$ cat config.mk
export PLATFORM = sky130hd
export DESIGN_NAME = ca_rule_engine
export DESIGN_NICKNAME = d
export VERILOG_FILES = /design/src/rtl/ca_pkg.sv /design/src/rtl/ca_rule_lookup.sv /design/src/rtl/ca_rule_engine.sv
export SDC_FILE = /design/constraint.sdc
export NUM_CORES = 1
export LEC_CHECK = 0
export ABC_AREA = 1
export ABC_CLOCK_PERIOD_IN_PS = 1500
export CORE_ASPECT_RATIO = 0.6
export CORE_MARGIN = 3
export CORE_UTILIZATION = 35
export CTS_CLUSTER_SIZE = 16
export DETAILED_ROUTE_END_ITERATION = 8
export PLACE_DENSITY = 0.66
export SLEW_MARGIN = 25
export SYNTH_ARGS = -nofsm -noshare
export SYNTH_HDL_FRONTEND = slang
export SYNTH_HIERARCHICAL = 1
export SYNTH_SLANG_ARGS = --single-unit
export TNS_END_PERCENT = 50
$ cat constraint.sdc
create_clock -name clk -period 1.5 [get_ports clk]
set_input_delay 0.3 -clock clk [delete_from_list [all_inputs] [get_ports clk]]
set_output_delay 0.3 -clock clk [all_outputs]
set_load 0.02 [all_outputs]
$ cat src/rtl/ca_pkg.sv
// Shared constants for the cellular-automaton rule engine: preset rules,
// preset select codes, FSM state codes and chunk-count helper.
package ca_pkg;

    localparam logic [7:0] RULE_30  = 8'd30;
    localparam logic [7:0] RULE_54  = 8'd54;
    localparam logic [7:0] RULE_60  = 8'd60;
    localparam logic [7:0] RULE_182 = 8'd182;

    localparam logic [1:0] PSEL_30  = 2'b00;
    localparam logic [1:0] PSEL_54  = 2'b01;
    localparam logic [1:0] PSEL_60  = 2'b10;
    localparam logic [1:0] PSEL_182 = 2'b11;

    localparam logic [1:0] ST_IDLE = 2'd0;
    localparam logic [1:0] ST_LOAD = 2'd1;
    localparam logic [1:0] ST_PEND = 2'd2;

    // Number of LOAD_W-wide chunks needed to carry a RULE_W-bit rule.
    function automatic int unsigned ca_nchunk(input int unsigned rule_w,
                                              input int unsigned load_w);
        return (rule_w + load_w - 1) / load_w;
    endfunction

    // Preset rule selected by preset_sel.
    function automatic logic [7:0] ca_preset(input logic [1:0] sel);
        logic [7:0] r;
        case (sel)
            PSEL_30:  r = RULE_30;
            PSEL_54:  r = RULE_54;
            PSEL_60:  r = RULE_60;
            default:  r = RULE_182;
        endcase
        return r;
    endfunction

endpackage

$ cat src/rtl/ca_rule_lookup.sv
// One cell's next-state lookup: the neighbourhood pattern indexes the rule.
module ca_rule_lookup #(
    parameter int unsigned NBHD   = 3,
    parameter int unsigned RULE_W = 8
) (
    input  logic [RULE_W-1:0] rule,
    input  logic [NBHD-1:0]   nbhd,
    output logic              cell_next_c
);

    // Pure index into the rule word.
    assign cell_next_c = rule[nbhd];

endmodule

$ cat src/rtl/ca_rule_engine.sv
// Rule store (active + shadow) with preset / streamed loading, commit on
// generation boundary, and NCELLS parallel lookups.
// Optional macro CA_RULE_ENGINE_REG_OUT_EN registers next_state (1-cycle latency).
module ca_rule_engine
    import ca_pkg::*;
#(
    parameter int unsigned RADIUS = 1,
    parameter int unsigned NCELLS = 8,
    parameter int unsigned LOAD_W = 8
) (
    input  logic                                clk,
    input  logic                                reset_n,
    input  logic [1:0]                          preset_sel,
    input  logic                                preset_load,
    input  logic                                load_valid,
    output logic                                load_ready,
    input  logic [LOAD_W-1:0]                   load_data,
    input  logic                                load_last,
    input  logic                                gen_tick,
    input  logic [NCELLS*(2*RADIUS+1)-1:0]      nbhd,
    output logic [NCELLS-1:0]                   next_state,
    output logic [(1 << (2*RADIUS+1))-1:0]      active_rule,
    output logic                                pending,
    output logic                                load_err
);

    localparam int unsigned NBHD   = 2 * RADIUS + 1;
    localparam int unsigned RULE_W = 1 << NBHD;
    localparam int unsigned NCHUNK = ca_nchunk(RULE_W, LOAD_W);
    localparam int unsigned CNT_W  = $clog2(NCHUNK) + 1;
    localparam int unsigned EXT_W  = NCHUNK * LOAD_W;
    localparam logic [CNT_W-1:0] LAST_IDX = CNT_W'(NCHUNK - 1);

    logic [1:0]        rst_sync_q, rst_sync_d;
    logic              rst_n;
    logic [1:0]        state_q, state_d;
    logic [CNT_W-1:0]  cnt_q, cnt_d;
    logic [RULE_W-1:0] shadow_q, shadow_d;
    logic [RULE_W-1:0] active_q, active_d;
    logic              err_q, err_d;
    logic              pend_q, pend_d;
    logic              ready_q, ready_d;
    logic              accept;
    logic [CNT_W-1:0]  wr_idx;
    logic [EXT_W-1:0]  shadow_ext;
    logic [NCELLS-1:0] lookup_c;

    // Reset synchroniser: asserts immediately, releases on the clock.
    always_comb rst_sync_d = {rst_sync_q[0], 1'b1};

    always_ff @(posedge clk or negedge reset_n) begin
        if (!reset_n) rst_sync_q <= 2'b00;
        else          rst_sync_q <= rst_sync_d;
    end

    assign rst_n = rst_sync_q[1];

    // Next-state logic: chunk framing, preset staging and commit.
    always_comb begin
        state_d  = state_q;
        cnt_d    = cnt_q;
        shadow_d = shadow_q;
        active_d = active_q;
        err_d    = err_q;
        accept   = load_valid && ready_q;
        wr_idx   = (state_q == ST_LOAD) ? cnt_q : '0;

        // Shadow with the incoming chunk merged in; bits above RULE_W fall off.
        shadow_ext = EXT_W'(shadow_q);
        for (int unsigned c = 0; c < NCHUNK; c++) begin
            if (CNT_W'(c) == wr_idx) shadow_ext[c*LOAD_W +: LOAD_W] = load_data;
        end

        if (accept && (state_q != ST_PEND)) begin
            shadow_d = shadow_ext[RULE_W-1:0];
            if (wr_idx == LAST_IDX) begin
                cnt_d = '0;
                if (load_last) begin
                    state_d = ST_PEND;
                end else begin
                    err_d   = 1'b1;
                    state_d = ST_IDLE;
                end
            end else if (load_last) begin
                err_d   = 1'b1;
                cnt_d   = '0;
                state_d = ST_IDLE;
            end else begin
                cnt_d   = wr_idx + CNT_W'(1);
                state_d = ST_LOAD;
            end
        end else if ((state_q == ST_IDLE) && preset_load) begin
            shadow_d = RULE_W'(ca_preset(preset_sel));
            state_d  = ST_PEND;
        end else if ((state_q == ST_PEND) && gen_tick) begin
            active_d = shadow_q;
            err_d    = 1'b0;
            state_d  = ST_IDLE;
        end

        pend_d  = (state_d == ST_PEND);
        ready_d = (state_d != ST_PEND);
    end

    // State and rule registers.
    always_ff @(posedge clk or negedge rst_n) begin
        if (!rst_n) begin
            state_q  <= ST_IDLE;
            cnt_q    <= '0;
            shadow_q <= RULE_W'(RULE_30);
            active_q <= RULE_W'(RULE_30);
            err_q    <= 1'b0;
            pend_q   <= 1'b0;
            ready_q  <= 1'b1;
        end else begin
            state_q  <= state_d;
            cnt_q    <= cnt_d;
            shadow_q <= shadow_d;
            active_q <= active_d;
            err_q    <= err_d;
            pend_q   <= pend_d;
            ready_q  <= ready_d;
        end
    end

    assign load_ready  = ready_q;
    assign pending     = pend_q;
    assign load_err    = err_q;
    assign active_rule = active_q;

    // Parallel per-cell lookup against the active rule.
    for (genvar i = 0; i < NCELLS; i++) begin : g_cell
        ca_rule_lookup #(
            .NBHD   (NBHD),
            .RULE_W (RULE_W)
        ) u_lookup (
            .rule        (active_q),
            .nbhd        (nbhd[i*NBHD +: NBHD]),
            .cell_next_c (lookup_c[i])
        );
    end

`ifdef CA_RULE_ENGINE_REG_OUT_EN
    logic [NCELLS-1:0] next_state_q, next_state_d;

    always_comb next_state_d = lookup_c;

    // Registered lookup result.
    always_ff @(posedge clk or negedge rst_n) begin
        if (!rst_n) next_state_q <= '0;
        else        next_state_q <= next_state_d;
    end

    assign next_state = next_state_q;
`else
    assign next_state = lookup_c;
`endif

endmodule
# After elaboration in Yosys (flattened, before gate mapping)
# Index checks and enable logic that the tools add are counted.
[classes]
addsub = 1
eq_ne = 11
bitwise_logic = 2
muxes = 35
reduce_logical = 11
n_lt_le_gt_ge = 8
[ops]
columns = ["op", "count"]
rows = [
  ["$lt 3x4->1 const B", 8],
  ["$bmux 1 s3", 8],
  ["$mux 8", 3],
  ["$pmux 8 s3", 1],
  ["$mux 1", 18],
  ["$mux 2", 5],
  ["$ne 2x2->1 const B", 4],
  ["$eq 2x2->1 const B", 3],
  ["$ne 3x3->1 const B", 2],
  ["$eq 2x1->1 const B", 2],
  ["$logic_and 1x1->1", 4],
  ["$logic_not 2->1", 2],
  ["$reduce_and 4->1", 1],
  ["$reduce_bool 2->1", 2],
  ["$reduce_and 3->1", 1],
  ["$not 1->1", 2],
  ["$reduce_and 2->1", 1],
  ["$add 1x1->1 const B", 1],
]
[word_totals]
regBits = 24
out_inout_bits = 19
elab_cells = 76

# Longest topological paths before layout
[depth]
word_depth = 6
mapped_depth = 8
mapped_depth_nobuf = 7

# Hierarchy
# Netlist, hierarchy kept.
[by_module_without_submodules]
columns = ["mod", "cells_each", "area_each_um2", "n_inst", "seq_area_each_um2"]
rows = [
  ["ca_rule_engine", 111, 1054.8, 1, 611.8],
  ["ca_rule_lookup", 28, 110.1, 8, 0.0],
]

# Worst setup path after synthesis
# No wires, ideal clock.
[synth_timing]
kind = "register -> register"
startpoint = "register ready_q, in the netlist load_ready"
endpoint = "register shadow_q[5]"
slack_ns = 0.079
setup_ns = 0.126
path_stages_with_launch = 7
n_path_buf = 0
arrival_time_ns = 1.295
required_time_ns = 1.374
cell_sequence = "dfstp_2 nand2_1 inv_1 nand2_2 or2_2 nand3_1 o21ai_0"
[synth_via]
elab_chain_len = 4
[synth_lines]
columns = ["element", "line", "rtl"]
rows = [
  ["start, declared", "ca_rule_engine.sv:42", "logic ready_q, ready_d;"],
  ["start signal, assigned", "ca_rule_engine.sv:122", "ready_q <= ready_d;"],
  ["$logic_and 1x1->1 (*)", "ca_rule_engine.sv:65", "accept = load_valid && ready_q;"],
  ["$logic_and 1x1->1 (*)", "ca_rule_engine.sv:74", "if (accept && (state_q != ST_PEND)) begin"],
  ["$ne 2x2->1 (no source line) / $reduce_bool 2->1 (equally long branches)", "n/a", ""],
  ["$reduce_and 2->1 (no source line)", "n/a", ""],
  ["end signal, assigned", "ca_rule_engine.sv:110", "shadow_q <= RULE_W'(RULE_30);"],
  ["end signal, assigned", "ca_rule_engine.sv:118", "shadow_q <= shadow_d;"],
  ["end, declared", "ca_rule_engine.sv:38", "logic [RULE_W-1:0] shadow_q, shadow_d;"],
]
# Mark *: on every way between the ends. The rest lies on a longest branch, timed or not.
# A chain may end at the register's enable or synchronous reset.

# Final worst setup path
[layout_timing]
startpoint = "register active_q[2], in the netlist active_rule[2]"
endpoint = "output next_state[0]"
[layout_via]
elab_chain_len = 2
[layout_lines]
columns = ["element", "line", "rtl"]
rows = [
  ["start, declared", "ca_rule_engine.sv:39", "logic [RULE_W-1:0] active_q, active_d;"],
  ["start signal, assigned", "ca_rule_engine.sv:111", "active_q <= RULE_W'(RULE_30);"],
  ["start signal, assigned", "ca_rule_engine.sv:119", "active_q <= active_d;"],
  ["$bmux 1 s3", "ca_rule_lookup.sv:12", "assign cell_next_c = rule[nbhd];"],
  ["$mux 1 (implied by the code)", "ca_rule_lookup.sv:12", ""],
  ["end, declared", "ca_rule_engine.sv:21", "output logic [NCELLS-1:0] next_state,"],
]
# No other way between the ends. The select of a mux whose other input is x is not followed.

==> results by group <==
Clock tree
  – Root buffer cell: clkbuf_8
  – Sink Count: 24
  – Clock buffer depth: 2
  – Clk_lat worst skew: about 0.26 ns
  – CTS H-tree depth: 1
  – CTS buffer count: 3
  – Post-CTS Hold Buffers: 0
  – CTS tree: built
  – Reg clk slew, reported paths: roughly 0.080 ns

Route
  – DR WL/cell: approximately 11 um
  – DRT Pass-1 Iters: 4
  – Vias: approximately 2100
  – Routed Antenna Nets: 0
  – Residual DRC: 0
  – Initial DRC count: 80
  – Routed vias/inst: roughly 4.4
  – Final wirelength: 5.38 mm

Cells and area
  – Synth-to-Final Area Change: 46.8%
  – Final #Nets: 460
  – Finished Cell Area: 2840 sq um
  – Finished Layout Cells: 485
  – Antenna Cells: 0
  – Commonest non-fill, non-tap cell in the layout: nand2_1
  – Most frequent cells in the layout: 127 x nand2_1, 91 x inv_1, 39 x clkdlybuf4s50_1
  – Layout cells sized above 1: between 10% and 20%

Floorplan
  – Ports: a little under 60
  – Die area: ~6500 sq um
  – Initial Util: a little under two fifths
  – Placeable core region: between 5000 and 6000 sq um
  – Cell Rows: 20
  – Die H: between 60 and 70 um
  – Die X: approximately 100 um

STA
  – Worst hold slack: between 0.15 and 0.2 ns
  – Final hold violation count: 0
  – RSZ-0062 raised after global routing: true
  – Setup-failing EPs final: 9
  – Fin worst setup slack: -0.295 ns
  – Fmax: 557 MHz
  – Period utilization: 120%
  – Fin Clk Skew: roughly 0.0026 ns
  – Max Slew Vio Count: 0
  – Period minus WS final: 1.80 ns

Synthesis
  – #FFs+latches synth: 24
  – Register area share after synthesis: 31.6%
  – Synth Instances: between 300 and 400
  – Synth cell types: 23
  – Synthesized cell area: 1940 sq um
  – Avg Synthesized Cell Area: ~5.8 sq um
  – Synth Net Count: between 300 and 400
  – Synth warn: 6

Status
  – Status: finished, violations left
  – Violated checks: setup timing

Worst setup path
  – Worst Path Required: between 1 and 1.5 ns
  – WP data arrival: 1.50 ns
  – CP Launch Type: flop
  – Crit path kind: flop to primary output
  – Crit end category: primary output
  – Critical path fanouts, max: 5

Min path
  – HP Class: input port to asynchronous set/reset pin

Placement
  – Worst slack at placement: -0.648 ns
  – Final GP Congestion: between 0.7 and 0.8
  – DP HPWL: slightly below 4 mm
  – PortBufs: 58
  – Placed Area: about 2600 sq um
  – Placed Cells: between 400 and 500

GRT
  – Vias in the first global route: ~2100
  – Largest net degree at the start of global routing: 23
  – Tot GR Track Use: 17.6%
  – First-pass GRT wire length: roughly 9 mm
  – Initial antenna violation count: 0
  – Total global routing overflow: 0

Power and ir drop
  – LEAKAGE: 0.00162 uW
  – Peak supply drop: approximately 0.00073 V
  – Power Total: 4350 uW
  – Power per Cell Area: roughly 1500 nW/um^2

Job
  – Max cap viols: 0
==> cells in the mapped netlist <==
| cell type | instances | area share, % |
|---|---|---|
| a21oi_1 | 1 | 0.26 |
| a21oi_4 | 1 | 0.84 |
| buf_6 | 1 | 0.58 |
| buf_8 | 1 | 0.78 |
| clkbuf_1 | 1 | 0.19 |
| conb_1 | 1 | 0.19 |
| dfrtp_1 | 15 | 19 |
| dfstp_2 | 9 | 12 |
| inv_1 | 93 | 18 |
| inv_2 | 9 | 1.7 |
| nand2_1 | 131 | 25 |
| nand2_2 | 2 | 0.65 |
| nand2_4 | 1 | 0.58 |
| nand3_1 | 40 | 10 |
| nand3_2 | 2 | 1.0 |
| nand3b_1 | 1 | 0.39 |
| nand4_1 | 3 | 0.97 |
| nor2_1 | 1 | 0.19 |
| nor3_1 | 1 | 0.26 |
| o21ai_0 | 12 | 3.1 |
| o21ai_1 | 5 | 1.3 |
| o21ai_2 | 2 | 0.91 |
| or2_2 | 2 | 0.65 |
==> flip-flops by register name (all words and copies together), names as in the netlist <==
register	flops
shadow_q	8
load_ready	1
state_q	2
pending	1
cnt_q	1
active_rule	8
load_err	1
rst_sync_q	2
==> worst max-delay path, stage by stage (launching register included) <==
cell	delay, ns
dfstp_2	0.60
buf_6	0.11
buf_6	0.09
inv_2	0.03
nand2_2	0.06
nand3_2	0.06
nand2_1	0.06
nand2_1	0.05
nand2_1	0.07
buf_6	0.11
==> kinds of logic (layout without fill, tap and decap cells) <==
group | count (synthesis) | after routing | share of synthesized area, %
AO/OA/AOI/OAI | 21 | 21 | 6.40
buffers and inverters | 105 | 189 | 21.3
flip-flops | 24 | 24 | 31.6
other | 1 | 1 | 0.194
AND/OR/NAND/NOR | 184 | 184 | 40.5
==> routing by layer <==
metal | track usage (%) | share of wire [%] | vias up
li1 | - | - | 1146
met1 | 25.5 | 52 | 936
met2 | 27.6 | 43 | 55
met3 | 3.32 | 5.1 | 4
met4 | 2.95 | 0.65 | 0
met5 | 0 | 0 | -
==> path summary, 6_finish.rpt <==
path	from	end	slack, ns	cells past startpoint
setup / recovery	active_rule[2]	next_state[0]	-0.30	9
setup reg to reg	load_ready	shadow_q[5]	0.09	6
hold reg to reg	rst_sync_q[1]	pending	0.21	1
max in group asynchronous	rst_sync_q[1]	shadow_q[1]	1.01	1
min in group clk	rst_sync_q[0]	rst_sync_q[1]	0.36	0
hold / removal	reset_n	rst_sync_q[0]	0.19	1
==> through the flow <==
step                TNS (ns)  utilization [%]
floorplan                  0                -
global placement       -5.96             50.5
detailed placement     -6.32             50.5
CTS                    -2.26             54.3
global route           -3.18             54.6
finish                 -2.16             54.6
==> power breakdown <==
part | switching (uW) | leakage [uW] | internal, uW
combinational | 1440 | 0.00131 | 1220
clock | 194 | 0.0000228 | 190
sequential | 301 | 0.000280 | 1000
total | 1940 | 0.00162 | 2410
==> cell type report <==
cell class,instances,area (sq um)
clock buffers,4,45.0
fillers,500,2360
inverters,102,383
multi-input cells,206,931
flip-flops and latches,24,617
well taps,66,82.6
repair buffers,83,783
==> timing repair <==
| item | 4_1_cts | 5_1_grt |
|---|---|---|
| pin swaps | 7 | 4 |
| buffers inserted | 16 | 1 |
| gates resized for setup | 77 | 6 |
| setup endpoints to repair | 19 | 10 |
(Power assumes the default switching activity.)
